[config.mk]
export PLATFORM = sky130hd
export DESIGN_NAME = uram_event_write_sm
export DESIGN_NICKNAME = d
export VERILOG_FILES = /design/src/rtl/uram_event_write_sm.sv
export SDC_FILE = /design/constraint.sdc
export NUM_CORES = 1
export LEC_CHECK = 0
export BUFFER_PORTS_ARGS = -buffer_cell sky130_fd_sc_hd__buf_4
export CAP_MARGIN = 25
export CORE_MARGIN = 8
export CORE_UTILIZATION = 49
export CTS_BUF_LIST = sky130_fd_sc_hd__clkbuf_2
export CTS_CLUSTER_DIAMETER = 150
export DETAILED_ROUTE_END_ITERATION = 12
export PLACE_DENSITY_LB_ADDON = 0.1
export SYNTH_ARGS = -nofsm -noshare
export SYNTH_HDL_FRONTEND = slang
export SYNTH_SLANG_ARGS = --single-unit
[constraint.sdc]
create_clock -name clk_i -period 2.1 [get_ports clk_i]
set_clock_uncertainty 0.05 [all_clocks]
set_input_delay 0.105 -clock clk_i [delete_from_list [all_inputs] [get_ports clk_i]]
set_output_delay 0.105 -clock clk_i [all_outputs]
set_load 0.05 [all_outputs]
[src/rtl/uram_event_write_sm.sv]
// Write-side sequencer for the URAM event buffer: header write, 1536-word capture, buffer occupancy.
// Optional trigger holdoff after each capture is enabled with `define URAM_EVENT_WRITE_HOLDOFF_EN.
`default_nettype none

module uram_event_write_sm #(
  parameter int unsigned NBUF_BITS = 2,
  parameter int unsigned HOLDOFF   = 64
) (
  input  logic                   clk_i,
  input  logic                   rst_i,
  input  logic                   clk_ce_i,
  input  logic                   trig_i,
  input  logic [31:0]            trig_time_i,
  output logic                   header_wr_o,
  output logic [63:0]            header_dat_o,
  output logic                   wr_we_o,
  output logic [2:0]             wr_bram_en_o,
  output logic [8:0]             wr_bram_addr_o,
  output logic [NBUF_BITS-1:0]   wr_buf_o,
  output logic                   busy_o,
  output logic                   data_available_o,
  input  logic                   complete_i,
  output logic [NBUF_BITS:0]     buf_count_o,
  output logic                   dropped_o,
  output logic [15:0]            drop_count_o,
  output logic                   err_underflow_o
);

  localparam int unsigned NBUF   = 1 << NBUF_BITS;
  localparam int unsigned WORDS  = 1536;
  localparam int unsigned WORD_W = 11;
  localparam int unsigned CNT_W  = NBUF_BITS + 1;

  localparam logic [0:0] ST_IDLE    = 1'b0;
  localparam logic [0:0] ST_CAPTURE = 1'b1;

  if (HOLDOFF < 1) begin : g_holdoff_check
    $error("HOLDOFF must be at least 1");
  end

  logic [0:0]           r_state;
  logic [0:0]           w_state_nxt;
  logic [WORD_W-1:0]    r_word;
  logic [31:0]          r_event_no;
  logic [NBUF_BITS-1:0] r_wr_ptr;
  logic                 r_commit;
  logic [CNT_W-1:0]     r_buf_count;
  logic                 r_header_wr;
  logic [63:0]          r_header_dat;
  logic                 r_dropped;
  logic [15:0]          r_drop_count;
  logic                 r_err_underflow;

  logic                 w_trig;
  logic                 w_busy;
  logic [CNT_W-1:0]     w_occupied;
  logic                 w_full;
  logic                 w_holdoff_busy;
  logic                 w_accept;
  logic                 w_reject;
  logic                 w_last;
  logic [2:0]           w_bram_en;

  assign w_trig  = clk_ce_i & trig_i;
  assign w_busy  = (r_state == ST_CAPTURE);
  // A commit still waiting to reach r_buf_count already owns its slot.
  assign w_occupied = r_buf_count + CNT_W'(r_commit);
  assign w_full     = (w_occupied >= CNT_W'(NBUF));
  assign w_accept   = (r_state == ST_IDLE) & w_trig & ~w_full & ~w_holdoff_busy;
  assign w_reject   = w_trig & ~w_accept;
  assign w_last     = w_busy & clk_ce_i & (r_word == WORD_W'(WORDS - 1));

`ifdef URAM_EVENT_WRITE_HOLDOFF_EN
  localparam int unsigned HO_W = $clog2(HOLDOFF + 1);
  logic [HO_W-1:0] r_holdoff;

  assign w_holdoff_busy = (r_holdoff != '0);

  always_ff @(posedge clk_i) begin
    if (rst_i) begin
      r_holdoff <= '0;
    end else if (w_last) begin
      r_holdoff <= HO_W'(HOLDOFF);
    end else if (clk_ce_i && w_holdoff_busy) begin
      r_holdoff <= r_holdoff - HO_W'(1);
    end
  end
`else
  assign w_holdoff_busy = 1'b0;
`endif

  always_ff @(posedge clk_i) begin
    if (rst_i) begin
      r_state <= ST_IDLE;
    end else begin
      r_state <= w_state_nxt;
    end
  end

  always_comb begin
    w_state_nxt = r_state;
    case (r_state)
      ST_IDLE:    if (w_accept) w_state_nxt = ST_CAPTURE;
      ST_CAPTURE: if (w_last)   w_state_nxt = ST_IDLE;
      default:    w_state_nxt = ST_IDLE;
    endcase
  end

  // Capture word counter, header and write pointer.
  always_ff @(posedge clk_i) begin
    if (rst_i) begin
      r_word       <= '0;
      r_event_no   <= '0;
      r_wr_ptr     <= '0;
      r_commit     <= 1'b0;
      r_header_wr  <= 1'b0;
      r_header_dat <= '0;
    end else begin
      r_header_wr <= w_accept;
      r_commit    <= w_last;
      if (w_accept) begin
        r_header_dat <= {r_event_no, trig_time_i};
        r_event_no   <= r_event_no + 32'd1;
        r_word       <= '0;
      end else if (w_last) begin
        r_word   <= '0;
        r_wr_ptr <= r_wr_ptr + NBUF_BITS'(1);
      end else if (w_busy && clk_ce_i) begin
        r_word <= r_word + WORD_W'(1);
      end
    end
  end

  // Occupancy, drop accounting and underflow flag.
  always_ff @(posedge clk_i) begin
    if (rst_i) begin
      r_buf_count     <= '0;
      r_dropped       <= 1'b0;
      r_drop_count    <= '0;
      r_err_underflow <= 1'b0;
    end else begin
      r_dropped <= w_reject;
      if (w_reject && (r_drop_count != 16'hFFFF)) begin
        r_drop_count <= r_drop_count + 16'd1;
      end
      case ({r_commit, complete_i})
        2'b10: r_buf_count <= r_buf_count + CNT_W'(1);
        2'b01: begin
          if (r_buf_count != '0) begin
            r_buf_count <= r_buf_count - CNT_W'(1);
          end else begin
            r_err_underflow <= 1'b1;
          end
        end
        default: ;
      endcase
    end
  end

  always_comb begin
    w_bram_en = 3'b000;
    if (w_busy) begin
      case (r_word[10:9])
        2'd0:    w_bram_en = 3'b001;
        2'd1:    w_bram_en = 3'b010;
        2'd2:    w_bram_en = 3'b100;
        default: w_bram_en = 3'b000;
      endcase
    end
  end

  assign header_wr_o      = r_header_wr;
  assign header_dat_o     = r_header_dat;
  assign wr_we_o          = clk_ce_i & w_busy;
  assign wr_bram_en_o     = w_bram_en;
  assign wr_bram_addr_o   = r_word[8:0];
  assign wr_buf_o         = r_wr_ptr;
  assign busy_o           = w_busy;
  assign data_available_o = (r_buf_count != '0);
  assign buf_count_o      = r_buf_count;
  assign dropped_o        = r_dropped;
  assign drop_count_o     = r_drop_count;
  assign err_underflow_o  = r_err_underflow;

endmodule

`default_nettype wire

==> flow_summary_export.csv, run 1 <==
group,metric,value,unit
clocking,cts-htree-levels,4,
setup_path,crit_path_max_incr_delay,0.53,ns
drt,routedWlPerCell,14.69,um
floorplan,die_x,121.9,um
drt,wirelength,15.06,mm
cells_and_area,syn2layout_area_growth,36.62,%
global_routing,grt_pass1_wl,24.70,mm
drt,ant_nets,0,
setup_path,cp.depth,5,
timing,rsz0062_at_grt,"yes",
synth,synth_cell_types,41,
global_routing,first_global_vias,5188,
setup_path,cp_top_family,"simple AND/OR/NAND/NOR gates",
placement,placed_cell_area,0.006840,mm^2
setup_path,worstRegToRegCells,5,
power,vdd_drop_max,432.4,uV
synth,ys_warn_count,0,
synth,synth_mux_area_frac,0.005693,
timing,hold_violations,0,
drt,drt_iter0_drc,269,
synth,synthCells,679,
synth,ys.flop_type,"dfxtp_1",
placement,preCtsSetupSlack,-0.08293,ns
timing,fmax,489.9,MHz
run_status,status,"complete, no violations",
clocking,clk_pin_slew,0.20,ns
min_path,min_path_type,"in -> reg",
floorplan,core,0.01089,mm^2
clocking,tritoncts,"built",
timing,finalCriticalPeriod,2.041,ns
placement,gp_congestion,0.8756,
synth,synthXorXnorAreaFrac,0.07174,
cells_and_area,multi_input_area,0.002658,mm^2
timing,setup_viol_count_final,0,
floorplan,fp-row-count,38,
setup_path,worstSetupPathType,"reg -> reg",
global_routing,antenna_found_initial,0,
timing,period_share,0.9721,
timing,layout_setup_ws,0.05864,ns
synth,synth_area_per_cell,8.091,um^2
clocking,cts.sinks,133,
floorplan,dieHeight,121.9,um
cells_and_area,seqCellArea,0.002696,mm^2
cells_and_area,nNetsFinal,914,
cells_and_area,final_area,0.007506,mm^2
synth,yosysSeqAreaShare,0.4846,
min_path,holdPathStages,4,
global_routing,grt_usage,0.2037,
floorplan,dieArea,0.01486,mm^2
setup_path,crit_fanout,5,
clocking,cts-root-buf,"clkbuf_2",
synth,synth-adder-area-share,0.01048,
timing,finalMaxSlewViolations,0,
setup_path,worst-path-buf-inv,0,
setup_path,rrSetupSlack,0.06,ns
timing,slew_headroom,0.6321,
synth,synth_simple_gate_area_frac,0.2824,
clocking,clk_path_buf_depth,2,
power,power_per_cell_area,733.1,mW/mm^2
cells_and_area,drive_gt1_frac,0.2644,
synth,async_flop_share,0,
clocking,cts_inserted_buffers,17,
flow_run,max-cap-violations,0,
setup_path,crit_required,2.70,ns
drt,firstDrtPassIters,4,
floorplan,ios,140,
synth,synth_top_family_by_area,"simple AND/OR/NAND/NOR gates",
synth,syn_nets,720,
drt,route.detailed.drc,0,
global_routing,grt_max_degree,52,
synth,syn-cell-area,0.005494,mm^2
setup_path,endpoint_kind,"register",
drt,via_per_inst,5.210,
global_routing,grt-ovfl-total,0,
power,p_leak,0.002938,uW
placement,portBuffers,139,
drt,num_vias,5340,
floorplan,start_util,0.5046,
setup_path,start_kind,"register",
power,p_total,5503,uW
synth,yosys_register_bits,133,
timing,worst_pin_slew,0.5518,ns
placement,dp_hpwl,10.60,mm
timing,hold_slack,0.1554,ns
setup_path,crit_chain,"nand4_1, or2_4, or4_4, or3_1, a21oi_1",
cells_and_area,insertedDiodeCount,0,
setup_path,cp_slowest_cell,"or4_4",
setup_path,worstPathArrival,2.64,ns
clocking,clk_latency,0.68,ns
cells_and_area,nFillCells,885,
synth,synth-edff-count,0,
synth,synth_compound_area_frac,0.1004,
-- through the flow --
step           TNS [ns]  cells  utilization
6_report              0   1025       0.6894
5_1_grt        -0.01758   1025       0.6894
4_1_cts               0   1019       0.6797
3_5_place_dp    -0.2539    948       0.6282
3_3_place_gp   -0.03469    948       0.6282
2_1_floorplan  -0.05273    679            -
-- synthesized netlist by cell type (6+ instances only) --
library cell	count	area [um^2]
nand2_1	159	596.8
dfxtp_1	133	2663
a21oi_1	81	405.4
nor2_1	58	217.7
clkbuf_1	31	116.4
xnor2_1	29	254.0
nand3_1	22	110.1
nand4_1	21	131.4
nor4_1	17	106.4
xor2_1	16	140.1
o21ai_0	14	70.07
or3_1	11	68.82
and3_1	9	56.30
buf_4	9	67.56
inv_1	9	33.78
nor3_1	9	45.04
and4_1	6	52.55
-- power breakdown --
| group | internal, uW | total (uW) | leakage (uW) | switching, uW |
|---|---|---|---|---|
| Clock | 274 | 1150 | 0.0000988 | 879 |
| Sequential | 2640 | 2720 | 0.00108 | 71.8 |
| Combinational | 589 | 1630 | 0.00176 | 1050 |
-- state kept, by name, indices dropped and copies added (netlist names) --
signal and flops:
header_dat_o 64, r_event_no 32, drop_count_o 16, r_word 11, buf_count_o 3, wr_buf_o 2
busy_o 1, dropped_o 1, err_underflow_o 1, header_wr_o 1, r_commit 1
-- final timing paths --
path	from	end
setup / recovery	r_event_no[7]	r_event_no[27]
hold / removal	trig_time_i[8]	header_dat_o[8]
setup reg to reg	r_event_no[7]	r_event_no[27]
hold reg to reg	header_dat_o[52]	header_dat_o[52]
-- placed cells by master, fill, tap and decap left out, drive strengths merged, types with 16 or more instances in the layout --
| master | Yosys | final |
|---|---|---|
| xnor2 | 29 | 29 |
| dlygate4sd3 | 0 | 37 |
| buf | 15 | 184 |
| nand3 | 22 | 22 |
| nor4 | 17 | 17 |
| xor2 | 16 | 16 |
| clkbuf | 31 | 18 |
| nand2 | 159 | 159 |
| nand4 | 21 | 21 |
| a21oi | 81 | 81 |
| nor2 | 58 | 58 |
| dfxtp | 133 | 133 |
-- worst min-delay path: cells and delay by family --
kind / cells / cell delay [ns]
buffers and inverters: 2 / 0.66
and+or+nand+nor: 1 / 0.05
AOI/OAI and AO/OA: 1 / 0.05
-- kinds of logic after synthesis --
logic type,Yosys count
flip-flops,133
AO/OA/AOI/OAI,105
buffers and inverters,55
XOR/XNOR,45
multiplexers,3
AND/OR/NAND/NOR,334
adder cells (fa/ha/maj),4
-- repair_timing --
action                                  CTS  global route
hold endpoints to repair                 98             0
endpoints found under the setup margin    5            35
pin swaps                                 3             7
resized for setup                         3            19
hold buffers                             37             0
setup buffers                             3             6
-- metal layers --
layer | up-vias | global-route usage | part of all wire
met1 | 2503 | 0.2358 | 0.43
met4 | 0 | 0.07864 | 0.014
li1 | 2677 | - | -
met2 | 141 | 0.3406 | 0.48
met5 | - | 0 | 0
met3 | 19 | 0.06941 | 0.074
-- final cells by class --
type                            count  area share
Timing Repair Buffer              221      0.2377
Sequential cell                   133      0.3592
Clock inverter                     13    0.009168
Multi-Input combinational cell    491      0.3541
Clock buffer                       18     0.01200
Tap cell                          140     0.02334
Inverter                            9    0.004501
(Power assumes the default switching activity.)
==> run 2: changes to the inputs <==
CORE_MARGIN = unset   (was 8)
REMOVE_ABC_BUFFERS = 1   (was unset)
==> run 2 against run 1 <==
Clock power barely moved; first-iteration DRC count fell by 6.3%; register-to-register slack improved by 0.03 ns; cell count did not move.
==> flow_summary_export.csv, run 2 (synthesized netlist as in run 1, its figures left out) <==
group,metric,value,unit
run_status,status,"complete, no violations",
timing,hold_slack,0.1523,ns
power,p_switching,1929,uW
clocking,cts.sinks,133,
setup_path,cp_top_family,"simple AND/OR/NAND/NOR gates",
power,pwr-share-clk,0.210,
power,swShare,0.3555,
setup_path,cp_slowest_cell,"or4_4",
timing,hold_violations,0,
setup_path,worst-path-buf-inv,0,
drt,firstDrtPassIters,5,
setup_path,start_kind,"register",
cells_and_area,layout_commonest_cell,"buf_4",
clocking,tritoncts,"built",
floorplan,die_x,107.9,um
global_routing,first_global_vias,4825,
timing,period_share,0.9591,
setup_path,crit_chain,"a311o_1, o21a_2, or4_4, or4_1, a21oi_1",
placement,portBuffers,139,
drt,drt_iter0_drc,252,
timing,finalCriticalPeriod,2.014,ns
setup_path,endpoint_kind,"register",
drt,num_vias,5249,
drt,via_per_inst,5.121,
timing,layout_setup_ws,0.08597,ns
setup_path,worstPathArrival,2.59,ns
drt,ant_nets,0,
cells_and_area,nNetsFinal,914,
timing,finalMaxSlewViolations,0,
floorplan,dieArea,0.01164,mm^2
clocking,clk_latency,0.68,ns
drt,wirelength,13.23,mm
cells_and_area,syn2layout_area_growth,35.80,%
global_routing,grt_pass1_wl,21.27,mm
timing,worst_pin_slew,0.4676,ns
timing,rsz0062_at_grt,"yes",
drt,routedWlPerCell,12.91,um
power,power_per_cell_area,727.2,mW/mm^2
timing,slew_headroom,0.6883,
power,vdd_drop_max,1199,uV
flow_run,max-cap-violations,0,
floorplan,start_util,0.5046,
global_routing,grt_max_degree,69,
global_routing,antenna_found_initial,0,
power,seqPwrFrac,0.498,
setup_path,crit_path_max_incr_delay,0.47,ns
floorplan,dieHeight,107.9,um
cells_and_area,final_cell_mix,"buf_4 (180), nand2_1 (158), dfxtp_1 (126)",
clocking,clk_path_buf_depth,2,
cells_and_area,largest_reg_flops,64,
drt,route.detailed.drc,0,
placement,placed_cell_area,0.006859,mm^2
clocking,cts_inserted_buffers,17,
floorplan,core,0.01089,mm^2
cells_and_area,utilization,0.6852,
cells_and_area,insertedDiodeCount,0,
floorplan,ios,140,
clocking,cts-root-buf,"clkbuf_2",
cells_and_area,drive_gt1_frac,0.2576,
setup_path,worstSetupPathType,"reg -> reg",
global_routing,grt_usage,0.2320,
power,p_total,5425,uW
timing,fmax,496.5,MHz
placement,gp_congestion,0.8593,
floorplan,fp-row-count,38,
power,p_comb_frac,0.292,
setup_path,crit_required,2.67,ns
cells_and_area,final_area,0.007461,mm^2
global_routing,grt-ovfl-total,0,
min_path,min_path_type,"in -> reg",
clocking,clk_pin_slew,0.17,ns
placement,preCtsSetupSlack,-0.06443,ns
clocking,cts-htree-levels,4,
timing,setup_viol_count_final,0,
power,p_leak,0.002928,uW
placement,dp_hpwl,8.704,mm
power,internal_power,3496,uW
setup_path,crit_fanout,8,
==> run 2: cell count changes in the layout (fill, tap and decap cells not counted), moves of 2 or more <==
| cell | before | now |
|---|---|---|
| dfxtp_1 | 120 | 126 |
| clkinv_1 | 5 | 7 |
| dfxtp_4 | 7 | 2 |
| clkinvlp_4 | 4 | 0 |
| clkbuf_2 | 18 | 21 |
==> run 2: final cells by class <==
cell class                      instances  area (um^2)
Fill cell                             905         3427
Sequential cell                       133         2676
Multi-Input combinational cell        491         2636
Timing Repair Buffer                  221         1793
Tap cell                              140        175.2
Clock buffer                           21        105.1
Clock inverter                         10        41.29
Inverter                                9        33.78
==> run 2: per-layer routing <==
metal,track usage,share of wire,vias up
li1,-,-,2681
met1,0.2700,0.43,2426
met2,0.3956,0.51,121
met3,0.06719,0.051,21
met4,0.09883,0.015,0
met5,0,0,-
==> run 2: repair_timing <==
item                       CTS  global route
hold buffers                37             0
setup endpoints to repair    5            17
hold endpoints to repair   116             0
pin swaps                    1             5
buffers inserted             1             3
resized for setup            3            17
==> run 2: worst paths after layout <==
| kind | cells past startpoint | end | slack (ns) | startpoint |
|---|---|---|---|---|
| hold reg to reg | 2 | header_dat_o[49] | 0.42 | header_dat_o[49] |
| setup reg to reg | 5 | r_event_no[26] | 0.09 | buf_count_o[0] |
| hold / removal | 4 | header_dat_o[0] | 0.15 | trig_time_i[0] |
| setup / recovery | 5 | r_event_no[26] | 0.09 | buf_count_o[0] |
==> run 2: power groups by stage <==
| stage | clock network [uW] | logic [uW] | registers [uW] |
|---|---|---|---|
| after floorplan | 0 | 520 | 3110 |
| after global placement | 0 | 1430 | 2740 |
| after detailed placement | 0 | 1450 | 2750 |
| after CTS | 1190 | 1520 | 2700 |
| after global routing | 1300 | 1700 | 2720 |
| final | 1140 | 1590 | 2700 |
==> run 2: tightest hold or removal path: stages <==
cell	delay (ns)
dlygate4sd3_1	0.53
buf_4	0.13
nand2_1	0.05
a21oi_1	0.05
==> run 2: stage by stage <==
stage | TNS [ns] | instances
after detailed placement | -0.1149 | 953
after global placement | -0.04214 | 953
after floorplan | -147.17 | 633
final | 0 | 1025
after CTS | 0 | 1022
after global routing | -0.01187 | 1025
